## src/rtl/uart_tx_arbiter.sv

```systemverilog
`default_nettype none
// ============================================================================
// uart_tx_arbiter: round-robin, packet-locking arbiter feeding one UART TX.
// Revision: 1.0 - initial release
// ============================================================================
module uart_tx_arbiter #(
  parameter int         NREQ         = 4,
  parameter logic [7:0] UART_ADDRESS = 8'h00,
  parameter logic [7:0] BAUD_DIV     = 8'd6
) (
  input  logic                 clk,
  input  logic                 rst,
  input  logic [NREQ-1:0]      req_valid,
  input  logic [8*NREQ-1:0]    req_data,
  input  logic [NREQ-1:0]      req_last,
  output logic [NREQ-1:0]      req_ready,
  output logic [NREQ-1:0]      grant,
  output logic                 busy,
  output logic [7:0]           uart_address,
  output logic [7:0]           uart_din,
  output logic                 uart_w_en,
  output logic                 uart_r_en,
  input  logic [7:0]           uart_dout
);

  localparam int         IW           = (NREQ > 1) ? $clog2(NREQ) : 1;
  localparam logic [7:0] ADDR_CTRL    = UART_ADDRESS + 8'd1;
  localparam logic [7:0] ADDR_BUF     = UART_ADDRESS + 8'd2;
  localparam int         TX_EMPTY_BIT = 1;

  typedef enum logic [2:0] {
    INIT     = 3'd0,
    IDLE     = 3'd1,
    POLL_RD  = 3'd2,
    POLL_CHK = 3'd3,
    WRITE    = 3'd4
  } state_t;

  state_t          state, state_nxt;
  logic            baud_done, baud_done_nxt;
  logic            locked, locked_nxt;
  logic [IW-1:0]   ptr, ptr_nxt;
  logic [IW-1:0]   owner, owner_nxt;
  logic [7:0]      hold_data, hold_data_nxt;
  logic            hold_last, hold_last_nxt;
  logic [NREQ-1:0] grant_nxt, req_ready_nxt;
  logic [7:0]      addr_nxt, din_nxt;
  logic            w_en_nxt, r_en_nxt;

  logic            pick_found;
  logic [IW-1:0]   pick_idx;
  logic [IW-1:0]   sel_idx;
  logic            sel_valid;
  logic [7:0]      sel_data;
  logic            sel_last;
  logic            unused_dout;

  // Only the tx_empty flag of the control register matters here.
  assign unused_dout = ^{uart_dout[7:TX_EMPTY_BIT+1], uart_dout[TX_EMPTY_BIT-1:0]};

  // First valid requester at or after ptr+1, wrapping.
  always_comb begin
    int idx;
    logic [IW-1:0] idx_t;
    pick_found = 1'b0;
    pick_idx   = '0;
    idx        = 0;
    idx_t      = '0;
    for (int k = 1; k <= NREQ; k++) begin
      idx   = (int'(ptr) + k) % NREQ;
      idx_t = IW'(idx);
      if (!pick_found && req_valid[idx_t]) begin
        pick_found = 1'b1;
        pick_idx   = idx_t;
      end
    end
  end

  // A locked packet keeps its owner; otherwise take the round-robin pick.
  assign sel_idx   = locked ? owner : pick_idx;
  assign sel_valid = locked ? req_valid[owner] : pick_found;
  assign sel_data  = req_data[{sel_idx, 3'b000} +: 8];
  assign sel_last  = req_last[sel_idx];

  always_comb begin
    state_nxt     = state;
    baud_done_nxt = baud_done;
    locked_nxt    = locked;
    ptr_nxt       = ptr;
    owner_nxt     = owner;
    hold_data_nxt = hold_data;
    hold_last_nxt = hold_last;
    grant_nxt     = grant;

    case (state)
      INIT: begin
        // First pass through INIT issues the baud write, second moves on.
        baud_done_nxt = 1'b1;
        if (baud_done) begin
          state_nxt = IDLE;
        end
      end
      IDLE: begin
        if (sel_valid) begin
          owner_nxt     = sel_idx;
          hold_data_nxt = sel_data;
          hold_last_nxt = sel_last;
          grant_nxt     = NREQ'(1) << sel_idx;
          state_nxt     = POLL_RD;
        end
      end
      POLL_RD: begin
        state_nxt = POLL_CHK;
      end
      POLL_CHK: begin
        state_nxt = uart_dout[TX_EMPTY_BIT] ? WRITE : POLL_RD;
      end
      WRITE: begin
        state_nxt = IDLE;
        if (hold_last) begin
          locked_nxt = 1'b0;
          ptr_nxt    = owner;
          grant_nxt  = '0;
        end else begin
          locked_nxt = 1'b1;
        end
      end
      default: begin
        state_nxt = INIT;
      end
    endcase

    // Bus outputs are registered, so decode them from the state being entered.
    addr_nxt      = ADDR_CTRL;
    din_nxt       = 8'h00;
    w_en_nxt      = 1'b0;
    r_en_nxt      = 1'b0;
    req_ready_nxt = '0;
    case (state_nxt)
      INIT: begin
        addr_nxt = UART_ADDRESS;
        din_nxt  = BAUD_DIV;
        w_en_nxt = 1'b1;
      end
      POLL_RD: begin
        r_en_nxt = 1'b1;
      end
      WRITE: begin
        addr_nxt      = ADDR_BUF;
        din_nxt       = hold_data_nxt;
        w_en_nxt      = 1'b1;
        req_ready_nxt = grant_nxt;
      end
      default: begin
      end
    endcase
  end

  always_ff @(posedge clk or negedge rst) begin
    if (!rst) begin
      state        <= INIT;
      baud_done    <= 1'b0;
      locked       <= 1'b0;
      ptr          <= IW'(NREQ - 1);
      owner        <= '0;
      hold_data    <= 8'h00;
      hold_last    <= 1'b0;
      grant        <= '0;
      req_ready    <= '0;
      uart_address <= UART_ADDRESS;
      uart_din     <= 8'h00;
      uart_w_en    <= 1'b0;
      uart_r_en    <= 1'b0;
    end else begin
      state        <= state_nxt;
      baud_done    <= baud_done_nxt;
      locked       <= locked_nxt;
      ptr          <= ptr_nxt;
      owner        <= owner_nxt;
      hold_data    <= hold_data_nxt;
      hold_last    <= hold_last_nxt;
      grant        <= grant_nxt;
      req_ready    <= req_ready_nxt;
      uart_address <= addr_nxt;
      uart_din     <= din_nxt;
      uart_w_en    <= w_en_nxt;
      uart_r_en    <= r_en_nxt;
    end
  end

  assign busy = (state != IDLE);

endmodule
`default_nettype wire

```

## config.mk

```make
export PLATFORM = sky130hd
export DESIGN_NAME = uart_tx_arbiter
export DESIGN_NICKNAME = d
export VERILOG_FILES = /design/src/rtl/uart_tx_arbiter.sv
export SDC_FILE = /design/constraint.sdc
export NUM_CORES = 1
export LEC_CHECK = 0
export BUFFER_PORTS_ARGS = -buffer_cell sky130_fd_sc_hd__buf_2
export CAP_MARGIN = 10
export CORE_AREA = 4 4 74 76
export DETAILED_ROUTE_END_ITERATION = 8
export DIE_AREA = 0 0 78 80
export PLACE_DENSITY = 0.73
export REMOVE_ABC_BUFFERS = 1
export SLEW_MARGIN = 20
export SYNTH_ARGS = -nofsm -noshare
export SYNTH_HDL_FRONTEND = slang
export SYNTH_SLANG_ARGS = --single-unit
```

## constraint.sdc

```tcl
create_clock -name clk -period 2.1 [get_ports clk]
set_clock_uncertainty 0.2 [all_clocks]
set_input_delay 0 -clock clk [delete_from_list [all_inputs] [get_ports clk]]
set_output_delay 0 -clock clk [all_outputs]
set_load 0.01 [all_outputs]
```

[Yosys cells after proc, flatten, opt, wreduce, memory -nomap -nowiden]
Index checks and enable logic that the tools add are counted.
Cells by class
  $add $sub $neg: 4
  $lt $le $gt $ge: 6
  eq/ne operators: 7
  shift operators: 2
  muxes and demuxes: 37
  reduce and logical (&&, ||, !) cells: 11
Operators by type and width (number)
  variable part select 32 x 6 -> 8 bit: 1
  less-than comparator 2 x 3 -> 1 bit (second input constant): 6
  2-to-1 mux 8 bit: 2
  case mux 8 bit (2 select lines): 1
  case mux 3 bit (5 select lines): 1
  2-to-1 mux 1 bit: 14
  binary-select mux 1 bit (select 2 bit): 6
  2-to-1 mux 4 bit: 3
  2-to-1 mux 2 bit: 5
  equality test 3 x 2 -> 1 bit (second input constant): 3
  2-to-1 mux 3 bit: 3
  case mux 4 bit (2 select lines): 1
  equality test 3 bit (second input constant): 2
  zero test 3 bit: 2
  adder 2 x 1 -> 2 bit (second input constant): 2
  adder 2 bit (second input constant): 2
  case mux 2 bit (2 select lines): 1
  AND reduction 2 bit: 2
  left shift 1 x 2 -> 4 bit (first input constant): 1
  equality test 3 x 1 -> 1 bit (second input constant): 1
  logical AND 1 bit: 3
  zero test 1 bit: 3
  inequality test 3 x 1 -> 1 bit (second input constant): 1
  OR reduction 2 bit: 1
Word-level totals
  register bits after elaboration: 44
  bits of input ports: 50
  output and inout port bits: 27
  word-level logic and storage cells: 80

[Depth between registers and ports, before layout]
Gate-level depths: netlist (run 1).
  depth after elaboration: 19
  gate-level depth with buffers: 8
  depth with buffers taken out: 5

[Least setup slack after synthesis (run 1)]
Ideal clock, no wire load.
  path type: register to register
  start: register ptr[0]
  end: register hold_data[0]
  library setup time: 0.138 ns
  data arrival time: 1.880 ns
  required time: 1.762 ns
  slack: -0.118 ns
  cell stages (with the launch flop): 8
  buffers on the path: 2
  clock period less this slack: 2.218 ns
  path through: dfstp_2 -> buf_6 -> inv_1 -> a31o_1 -> o41ai_2 -> buf_4 -> mux2i_1 -> o221ai_1
Between the ends
  word-level cells in the longest chain between the ends: 17
  elaborated cells between the ends (all ways): 31
  those cells by class: add/sub: 4; shift: 1; mux: 20; reduce/logical: 6
RTL lines
  from (decl): line 42  | logic [IW-1:0] ptr, ptr_nxt;
  from (signal assigned): line 164  | ptr <= IW'(NREQ - 1);
  from (signal assigned): line 178  | ptr <= ptr_nxt;
  adder 2 x 1 -> 2 bit: line 70  | idx = (int'(ptr) + k) % NREQ;
  binary-select mux 1 bit (select 2 bit): line 72  | if (!pick_found && req_valid[idx_t]) begin
  2-to-1 mux 1 bit (not written as such): line 72
  2-to-1 mux 1 bit: line 72
  zero test 1 bit: line 72
  logical AND 1 bit: line 72
  2-to-1 mux 1 bit: line 72
  zero test 1 bit: line 72
  [... 2 more ...]
  zero test 1 bit: line 72
  logical AND 1 bit: line 72
  2-to-1 mux 2 bit: line 72
  2-to-1 mux 2 bit: line 80  | assign sel_idx = locked ? owner : pick_idx;
  variable part select 32 x 6 -> 8 bit: line 82  | assign sel_data = req_data[{sel_idx, 3'b000} +: 8];
  2-to-1 mux 8 bit *: line 104  | if (sel_valid) begin
  2-to-1 mux 8 bit *: line 95  | case (state)
  named net hold_data_nxt[0]: line 44  | logic [7:0] hold_data, hold_data_nxt;
  to (signal assigned): line 180  | hold_data <= hold_data_nxt;
  to (decl): line 44
Mark *: on every way through the listed nets, which the timed path passes. The rest lies on a longest branch. The select of a mux whose other input is x is not followed.
A chain may end at the register's enable or synchronous reset.

[Worst setup path in the final report (run 1)]
  start: register ptr[0]
  end: register req_ready[2]
Between the ends
  word-level cells in the longest chain between the ends: 18
  elaborated cells between the ends (all ways): 35
  those cells by class: add/sub: 4; eq/ne: 1; shift: 1; mux: 23; reduce/logical: 6
RTL lines
  adder 2 x 1 -> 2 bit: line 70
  binary-select mux 1 bit (select 2 bit): line 72
  2-to-1 mux 1 bit (not written as such): line 72
  2-to-1 mux 1 bit: line 72
  zero test 1 bit: line 72
  logical AND 1 bit: line 72
  2-to-1 mux 1 bit: line 72
  zero test 1 bit: line 72
  [... 3 more ...]
  logical AND 1 bit: line 72
  2-to-1 mux 1 bit / 2-to-1 mux 2 bit (equally long branches): line 72
  2-to-1 mux 1 bit / 2-to-1 mux 2 bit (equally long branches): line 81, 80
  2-to-1 mux 3 bit / left shift 1 x 2 -> 4 bit (equally long branches): line 104, 108
  case mux 3 bit (5 select lines) / 2-to-1 mux 4 bit (equally long branches): line 95, 104
  equality test 3 bit / case mux 4 bit (2 select lines) (equally long branches): line 139, 95
  2-to-1 mux 4 bit *: line 139  | case (state_nxt)
  named net req_ready_nxt[2]: line 46  | logic [NREQ-1:0] grant_nxt, req_ready_nxt;
  to (signal assigned): line 183  | req_ready <= req_ready_nxt;
  to (decl): line 16  | output logic [NREQ-1:0] req_ready,
Marked as above.

==> metrics.yaml, run 1 <==
final_core_util_pct: 66.8
stdcell_area_sq_mm: 0.00316
cts_buffers: 5
clk_pin_slew_ns: 0.08
core_area_sq_mm: 0.00472
ys_seq_area_share_pct: 46.7
slew_headroom_pct: 44.8
max_freq_ghz: 0.430
leakagePower_nw: 1.54
numClockSinks: 38
htreeDepth: 2
crit_fanout: 6
io_buffers: 63
fin_nets: 362
dieArea_sq_mm: 0.00624
slowest_stage: "dfstp_2"
grt_pass1_wl_um: 9200
grtUsageTotal_pct: 19.0
violations: "negative setup slack"
row_count: 25
status: "finished, violations left"
start_util_pct: 43.3
gp_congestion: 0.811
layout_setup_ws_ns: -0.224
dr.pass1.iters: 4
syn_avg_cell_area_sq_um: 10.5
ioPinCount: 77
synth_edf_count: 0
area_growth_pct: 54.4
path_class: "flop to flop"
overflow: 0
wl_per_cell_um: 15.8
insertion_delay_ns: 0.29
finalHoldViolCount: 0
power_density_mw_per_mm2: 1280
placed_cells: 333
finalSetupViolations: 15
grt_pass1_vias: 1922
ys_ff_latch: 38
ys_warn_count: 0
yosys.area.top_type: "dfrtp_1"
viasPerCell: 5.02
cts-root-buf: "clkbuf_8"
finalCritPeriodShare_pct: 111
rsz0062_at_grt: "yes"
cp.arrival_ns: 2.35
ant_nets: 0
fin_crit_ns: 2.32
drv_cap: 0
drc: 0
cp_num_buf_inv: 2
timing.hold.ws_ns: 0.0641
num_vias: 1913
synth_area_leaders: "dfrtp_1 44%, mux2i_1 8.8%, nand2_1 4.0%"
critPathRequiredTime_ns: 2.12
drtIter0Drc: 67
hold_path.class: "input pin to flop"
drv_slew: 0
die_x_um: 78
synthFlopType: "dfrtp_1"
drive_gt1_share_pct: 39.6
fin_cells: 381
critPathTopFamily: "compound AO/OA/AOI/OAI gates"
synth_cell_types: 48
fp.dieH_um: 80
postSynth.asyncResetShare_pct: 100
grt_max_degree: 39
crit_chain: "buf_6 -> nand3b_1 -> a2111oi_4 -> o41ai_4 -> buf_12 -> or3b_4 -> a21oi_2"
place_area_sq_mm: 0.00254
crit_path_start_kind: "flop"
ir_worst_vdd_uv: 866
synth_top_area_share_pct: 44.1
totalWireLength_um: 6030
max_stage_delay_ns: 0.59
grt_antenna_before_repair: 0
cts_tree: "built"
worst_pin_slew_ns: 0.828
place_hpwl_um: 3580
max-clock-path-buffers: 2
cp-end-kind: "flop"
syn_inst: 194
netlist_area_sq_mm: 0.00204
[layout by cell type (no fill, tap or decap), types with 3 or more instances in the layout]
cell type       n
buf_2          63
dfrtp_1        36
dlygate4sd3_1  34
nand2_1        21
buf_4          19
mux2i_1        17
and2_1          9
o221ai_1        9
nor2_1          7
a21oi_1         7
nand3_1         7
inv_1           6
conb_1          6
clkbuf_8        5
nor2b_1         4
a21oi_2         4
o21ai_0         4
buf_6           4
nand2b_1        3
buf_12          3
[layout make-up]
| cell class | instances | area, sq um |
|---|---|---|
| Sequential cell | 38 | 953 |
| Clock buffer | 5 | 68.8 |
| Clock inverter | 3 | 45.0 |
| Tap cell | 67 | 83.8 |
| Fill cell | 351 | 1570 |
| Antenna cell | 1 | 2.50 |
| Multi-Input combinational cell | 136 | 1050 |
| Timing Repair Buffer | 124 | 928 |
| Inverter | 7 | 26.3 |
[repair_timing]
action / CTS / global route
gates cloned: 1 / 0
hold buffers: 31 / 3
setup endpoints to repair: 15 / 19
hold endpoints to repair: 50 / 1
pin swaps: 5 / 9
resized for setup: 5 / 14
buffers inserted: 2 / 2
[kinds of logic (layout without fill, tap and decap cells)]
kind of cell,Yosys count,in the layout,share of synthesized area (%)
AOI/OAI and AO/OA,40,40,16.1
muxes,22,22,12.1
buffers and inverters,25,139,7.23
and+or+nand+nor,68,68,17.7
DFF,38,38,46.7
other,1,7,0.184
[power by group]
group	internal [W]	switching [W]	leakage [nW]
combinational	0.00119	0.00110	1.01
clock	0.000353	0.000275	0.0504
sequential	0.000994	0.000124	0.482
[sequential cells by signal, summed over array words and instances (netlist names), 2 cells and up]
signal	flops
grant	4
uart_address	2
uart_din	8
ptr	2
req_ready	4
hold_data	8
owner	2
state	3
[per-stage QoR]
step                total power [W]  TNS (ns)  setup slack (ns)
floorplan                   0.00221    -19.98             -1.25
global placement            0.00296    -0.693            -0.130
detailed placement          0.00300     -1.23            -0.176
CTS                         0.00393     -1.79            -0.177
global route                0.00427     -3.45            -0.273
finish                      0.00403     -2.47            -0.224
[per-layer routing]
layer | wire, um | vias up | GRT usage (%)
met5 | 0 | - | 0
met4 | 159 | 0 | 6.12
met3 | 381 | 21 | 5.87
met2 | 3190 | 74 | 34.8
met1 | 2290 | 898 | 20.8
li1 | - | 920 | -
[synth_stat cells (2+ instances only)]
cell      count
a21oi_1       9
a21oi_2       2
and2_1        9
buf_2         7
buf_4         8
buf_6         2
dfrtp_1      36
dfstp_2       2
inv_1         6
mux2_2        2
mux2i_1      18
nand2_1      22
nand2b_1      5
nand3_1       8
nor2_1        7
nor2b_1       4
nor3b_1       3
o21ai_0       4
o21ai_1       2
o221ai_1      9
or2_1         2
[final timing paths]
| check | startpoint | endpoint | slack (ns) | cells after the start |
|---|---|---|---|---|
| max | ptr[0]$_DFFE_PN1P_ | req_ready[2]$_DFF_PN0_ | -0.22 | 7 |
| min | req_data[1] | hold_data[1]$_DFF_PN0_ | 0.06 | 5 |
| max reg2reg | ptr[0]$_DFFE_PN1P_ | req_ready[2]$_DFF_PN0_ | -0.22 | 7 |
| min reg2reg | baud_done$_DFFE_PN0P_ | baud_done$_DFFE_PN0P_ | 0.28 | 1 |
| max in group asynchronous | rst | state[1]$_DFF_PN0_ | 1.04 | 2 |
| min in group asynchronous | rst | grant[0]$_DFF_PN0_ | 0.14 | 2 |
[tightest hold or removal path: cells and delay by family]
family	cells	cell delay, ns
buf+inv	1	0.09
mux	1	0.13
compound gates	3	0.31
Power figures use the tool's default switching activity.
==> run 2, diff against run 1 <==
--- a/config.mk
+++ b/config.mk
@@ -7,11 +7,12 @@
 export LEC_CHECK = 0
 export BUFFER_PORTS_ARGS = -buffer_cell sky130_fd_sc_hd__buf_2
 export CAP_MARGIN = 10
-export CORE_AREA = 4 4 74 76
+export CORE_AREA = 2 2 72 74
 export DETAILED_ROUTE_END_ITERATION = 8
-export DIE_AREA = 0 0 78 80
+export DIE_AREA = 0 0 74 76
 export PLACE_DENSITY = 0.73
 export REMOVE_ABC_BUFFERS = 1
+export SKIP_CTS_REPAIR_TIMING = 1
 export SLEW_MARGIN = 20
 export SYNTH_ARGS = -nofsm -noshare
 export SYNTH_HDL_FRONTEND = slang
==> run 2 against run 1 <==
The flow still finishes with violations (negative setup slack). Via count is 4.9% lower. Hold slack got worse by 0.016 ns. Highest routed layer unchanged. Core utilization is 5.9 points lower. Final cell count down 1.3%. Worst setup slack improved by 0.064 ns. Sequential power about the same. First-iteration DRC count unchanged. Flip-flop and latch count did not move. Critical endpoint is now hold_data[7]$_DFF_PN0_. Global-route usage shrank 2.1 points. Sequential share of layout area is 1.6 points higher. Count of clock-buffer cells in the layout did not move.
==> metrics.yaml, run 2 (synthesized netlist as in run 1, its figures left out) <==
fin_tns_setup_ns: -1.56
violations: "negative setup slack"
path_class: "flop to flop"
multi_input_area_sq_um: 998
totalWireLength_um: 5150
drtIter0Drc: 67
nFillCells: 405
drv_cap: 0
row_count: 26
fp.dieH_um: 76
place_area_sq_mm: 0.00250
num_vias: 1819
ir_worst_vdd_uv: 617
fin_nets: 355
finalCritPeriodShare_pct: 108
max_freq_ghz: 0.442
cp.arrival_ns: 2.22
dr.pass1.iters: 4
max-clock-path-buffers: 2
grt_max_degree: 39
ant_nets: 0
regArea_sq_um: 953
fin_crit_ns: 2.26
core_area_sq_mm: 0.00491
dieArea_sq_mm: 0.00562
drv_slew: 0
drc: 0
crit_fanout: 14
numClockSinks: 38
worst_pin_slew_ns: 0.831
place_hpwl_um: 3350
cp-end-kind: "flop"
grtUsageTotal_pct: 16.9
viasPerCell: 4.84
io_buffers: 63
start_util_pct: 41.6
cts_tree: "built"
hold_path.class: "input pin to flop"
ioPinCount: 77
area_growth_pct: 46.5
top_regs: "hold_data x8, uart_din x8"
stdcell_area_sq_mm: 0.00299
insertion_delay_ns: 0.29
grt_antenna_before_repair: 0
grt_pass1_wl_um: 7330
final_common_cell: "buf_2"
final_cell_mix: "63 x buf_2, 36 x dfrtp_1, 34 x dlygate4sd3_1"
slew_headroom_pct: 44.6
n_antenna_cell: 0
crit_path_start_kind: "flop"
wl_per_cell_um: 13.7
layout_setup_ws_ns: -0.160
grt_pass1_vias: 1646
drive_gt1_share_pct: 36.3
power_density_mw_per_mm2: 1210
cts_buffers: 5
die_x_um: 74
finalSetupViolations: 13
status: "finished, violations left"
gp_congestion: 0.858
rsz0062_at_grt: "yes"
htreeDepth: 2
clk_pin_slew_ns: 0.08
leakagePower_nw: 1.48
overflow: 0
critPathRequiredTime_ns: 2.06
finalHoldViolCount: 0
cts-root-buf: "clkbuf_8"
==> run 2: metrics by stage <==
step                setup slack [ns]  util, %  total power [W]  cells  hold slack (ns)
CTS                           -0.160     53.2          0.00351    340           -0.381
finish                        -0.160     60.9          0.00364    376           0.0484
detailed placement            -0.150     50.9          0.00289    332          -0.0567
global route                  -0.287     60.9          0.00387    376           0.0847
global placement              -0.108     50.9          0.00285    332          -0.0633
floorplan                      -1.25        -          0.00221    181           -0.496
==> run 2: worst paths after layout <==
kind | startpoint | end | slack [ns] | cells after the start
min | req_data[1] | hold_data[1]$_DFF_PN0_ | 0.05 | 5
min reg2reg | hold_data[4]$_DFF_PN0_ | hold_data[4]$_DFF_PN0_ | 0.28 | 2
max reg2reg | ptr[0]$_DFFE_PN1P_ | hold_data[7]$_DFF_PN0_ | -0.16 | 6
max in group asynchronous | rst | uart_din[5]$_DFF_PN0_ | 1.03 | 2
min in group asynchronous | rst | uart_r_en$_DFF_PN0_ | 0.15 | 2
max | ptr[0]$_DFFE_PN1P_ | hold_data[7]$_DFF_PN0_ | -0.16 | 6
==> run 2: final cells by class <==
class                           instances  share of cell area (%)
Clock buffer                            5                    2.30
Sequential cell                        38                    31.9
Clock inverter                          3                    1.34
Timing Repair Buffer                  117                    27.3
Tap cell                               70                    2.93
Multi-Input combinational cell        136                    33.4
Inverter                                7                   0.878
==> run 2: per-layer routing <==
layer | routed length (um) | track usage (%)
met1 | 2140 | 20.0
met2 | 2720 | 28.9
met3 | 243 | 4.89
met4 | 42 | 5.27
met5 | 0 | 0
==> run 2: report_power, final <==
group / internal, W / leakage, nW / switching, W
registers: 0.000994 / 0.482 / 0.000113
clock network: 0.000350 / 0.0579 / 0.000265
logic: 0.000939 / 0.945 / 0.000975
total: 0.00228 / 1.48 / 0.00135
==> run 2: worst max-delay path: stages, from the launching register on <==
cell       delay, ns
dfstp_2         0.58
or3b_4          0.15
a2111oi_4       0.07
o41ai_4         0.52
buf_12          0.23
mux2i_2         0.24
o221ai_1        0.13
==> run 3, diff against run 2 <==
--- a/config.mk
+++ b/config.mk
@@ -5,12 +5,13 @@
 export SDC_FILE = /design/constraint.sdc
 export NUM_CORES = 1
 export LEC_CHECK = 0
+export ABC_AREA = 1
 export BUFFER_PORTS_ARGS = -buffer_cell sky130_fd_sc_hd__buf_2
 export CAP_MARGIN = 10
-export CORE_AREA = 2 2 72 74
+export CORE_AREA = 2 2 71 73
 export DETAILED_ROUTE_END_ITERATION = 8
-export DIE_AREA = 0 0 74 76
-export PLACE_DENSITY = 0.73
+export DIE_AREA = 0 0 73 75
+export PLACE_DENSITY = 0.79
 export REMOVE_ABC_BUFFERS = 1
 export SKIP_CTS_REPAIR_TIMING = 1
 export SLEW_MARGIN = 20
==> constraint.sdc (replaced) <==
create_clock -name clk -period 2.4 [get_ports clk]
set_clock_uncertainty 0.2 [all_clocks]
set_input_delay 0 -clock clk [delete_from_list [all_inputs] [get_ports clk]]
set_output_delay 0 -clock clk [all_outputs]
set_load 0.01 [all_outputs]
==> run 3 against run 2 <==
Global-route usage increased by 1.2 points. Count of clock-buffer cells in the layout up 3. Synthesized cell count rose by 64%. The flow finishes with violations (negative hold slack). Combinational power grew 37%. First-iteration DRC count rose by 100%. Cell area rose by 12%. Clock power decreased by 20%. Flip-flop and latch count unchanged. Wire length grew 25%. Register-to-register slack gained 0.22 ns. Sequential power decreased by 4%. Power rose by 15%.
==> metrics.yaml, run 3 <==
final_cell_mix: "100 x nand2_1, 64 x buf_2, 47 x inv_1"
max_stage_delay_ns: 0.62
drv_cap: 0
dieArea_sq_mm: 0.00548
wl_per_cell_um: 13.2
totalWireLength_um: 6450
ioPinCount: 77
worst_pin_slew_ns: 0.802
leakagePower_nw: 1.91
hold_path.class: "input pin to flop"
fin_crit_ns: 2.34
cp_num_buf_inv: 1
stdcell_area_sq_mm: 0.00336
drive_gt1_share_pct: 32.6
syn_inst: 318
cp-end-kind: "flop"
cp.arrival_ns: 2.31
final_common_cell: "nand2_1"
ir_worst_vdd_uv: 698
numClockSinks: 38
place_area_sq_mm: 0.00269
insertion_delay_ns: 0.28
path_class: "flop to flop"
synth_edf_count: 0
synth_top_area_share_pct: 38.8
grt_pass1_wl_um: 7850
nFillCells: 334
synth_cell_types: 32
ys_ff_latch: 38
finalHoldViolCount: 2
ant_nets: 0
n_antenna_cell: 0
fin_tns_setup_ns: 0
finalSetupViolations: 0
fin_cells: 487
dr.pass1.iters: 4
final_core_util_pct: 72.1
cts_tree: "built"
gp_congestion: 0.862
timing.hold.ws_ns: -0.0326
rsz0062_at_grt: "yes"
synth_common_cells: "111 x nand2_1, 47 x inv_1, 36 x dfrtp_1"
finalCritPeriodShare_pct: 97.5
yosys.area.top_type: "dfrtp_1"
cts_buffers: 5
crit_chain: "clkinv_4 -> nand2_2 -> nand2_2 -> nand2_1 -> nand2_2 -> nand2_2 -> nand2_4 -> nor2_4 -> nand2_4 -> nand2_8 -> nand2_8 -> o21ai_1 -> nand2_1 -> nand3_1 -> nand2_1"
overflow: 0
clk_pin_slew_ns: 0.07
die_x_um: 73
yosysMostFrequentCell: "nand2_1"
crit_path_start_kind: "flop"
ys_seq_area_share_pct: 41.0
syn_avg_cell_area_sq_um: 7.31
hp-start: "req_data[23]"
synthFlopType: "dfrtp_1"
ys_warn_count: 0
grt_antenna_before_repair: 0
num_vias: 2436
grt_max_degree: 39
top_regs: "hold_data x8, uart_din x8"
htreeDepth: 2
max-clock-path-buffers: 2
drc: 0
critPathTopFamily: "simple AND/OR/NAND/NOR gates"
grtUsageTotal_pct: 18.1
place_hpwl_um: 3690
fp.dieH_um: 75
critPathMostFrequentCell: "nand2_2"
drtIter0Drc: 134
status: "finished, violations left"
synth_area_leaders: "dfrtp_1 39%, nand2_1 18%, inv_1 7.6%"
start_util_pct: 49.9
drv_slew: 0
slowest_stage: "dfstp_2"
area_growth_pct: 44.6
cts-root-buf: "clkbuf_8"
netlist_area_sq_mm: 0.00232
max_freq_ghz: 0.427
grt_pass1_vias: 1912
power_density_mw_per_mm2: 1250
fin_nets: 482
io_buffers: 63
slew_headroom_pct: 46.5
crit_path_start: "ptr[0]$_DFFE_PN1P_"
critPathRequiredTime_ns: 2.37
viasPerCell: 5.00
violations: "negative hold slack"
crit_fanout: 14
placed_cells: 432
core_area_sq_mm: 0.00466
rr_startpoint: "ptr[0]$_DFFE_PN1P_"
row_count: 25
postSynth.asyncResetShare_pct: 100
finalPower_w: 0.00419
## run 3: path summary, 6_finish.rpt
path                            depth (start not counted)                     end  slack [ns]
worst min-delay path                                    7  hold_data[7]$_DFF_PN0_       -0.03
worst min register to register                          1   baud_done$_DFFE_PN0P_        0.27
max in group asynchronous                               2   uart_din[0]$_DFF_PN0_        1.34
worst max register to register                         15  hold_data[7]$_DFF_PN0_        0.06
worst max-delay path                                   15  hold_data[7]$_DFF_PN0_        0.06
min in group asynchronous                               2     uart_r_en$_DFF_PN0_        0.15
## run 3: cell type report
cell class	instances	area, sq um	share of cell area [%]
clock buffer	8	110	3.28
inverter	53	204	6.07
multi-input combinational	218	1200	35.6
sequential	38	953	28.4
tap	54	67.6	2.01
timing repair buffer	116	828	24.6
## run 3: cells by family (layout without fill, tap and decap cells)
logic type,Yosys count,after routing,share of synthesized area [%]
flops,38,38,41.0
buf+inv,69,177,13.6
other cells,1,6,0.161
compound gates,25,25,7.27
simple gates,185,187,38.0
## run 3: worst register-to-register path, delay by kind of cell, from the launching register on
kind | cells | cell delay (ns)
flops | 1 | 0.62
compound gates | 1 | 0.16
simple gates | 13 | 1.12
buf+inv | 1 | 0.13
## run 3: power by group
group / switching (W) / internal [W] / leakage [nW]
combinational: 0.00161 / 0.00102 / 1.38
sequential: 0.000188 / 0.000883 / 0.479
clock: 0.000203 / 0.000290 / 0.0575
## run 3: per-layer routing
metal	share of wire [%]	wire length (um)	track usage, %	vias to the layer above
met2	54	3500	31.7	86
met1	38	2460	22.7	1128
met3	5.5	354	3.21	15
met5	0	0	0	-
li1	-	-	-	1207
met4	1.9	125	5.97	0
## run 3: metrics by stage
step,setup WS (ns),hold slack [ns]
after floorplan,0.129,-0.496
after global placement,0.0726,-0.0808
after detailed placement,0.0507,-0.0681
after CTS,0.0305,-0.372
after global routing,-0.0731,0.00517
final,0.0595,-0.0326
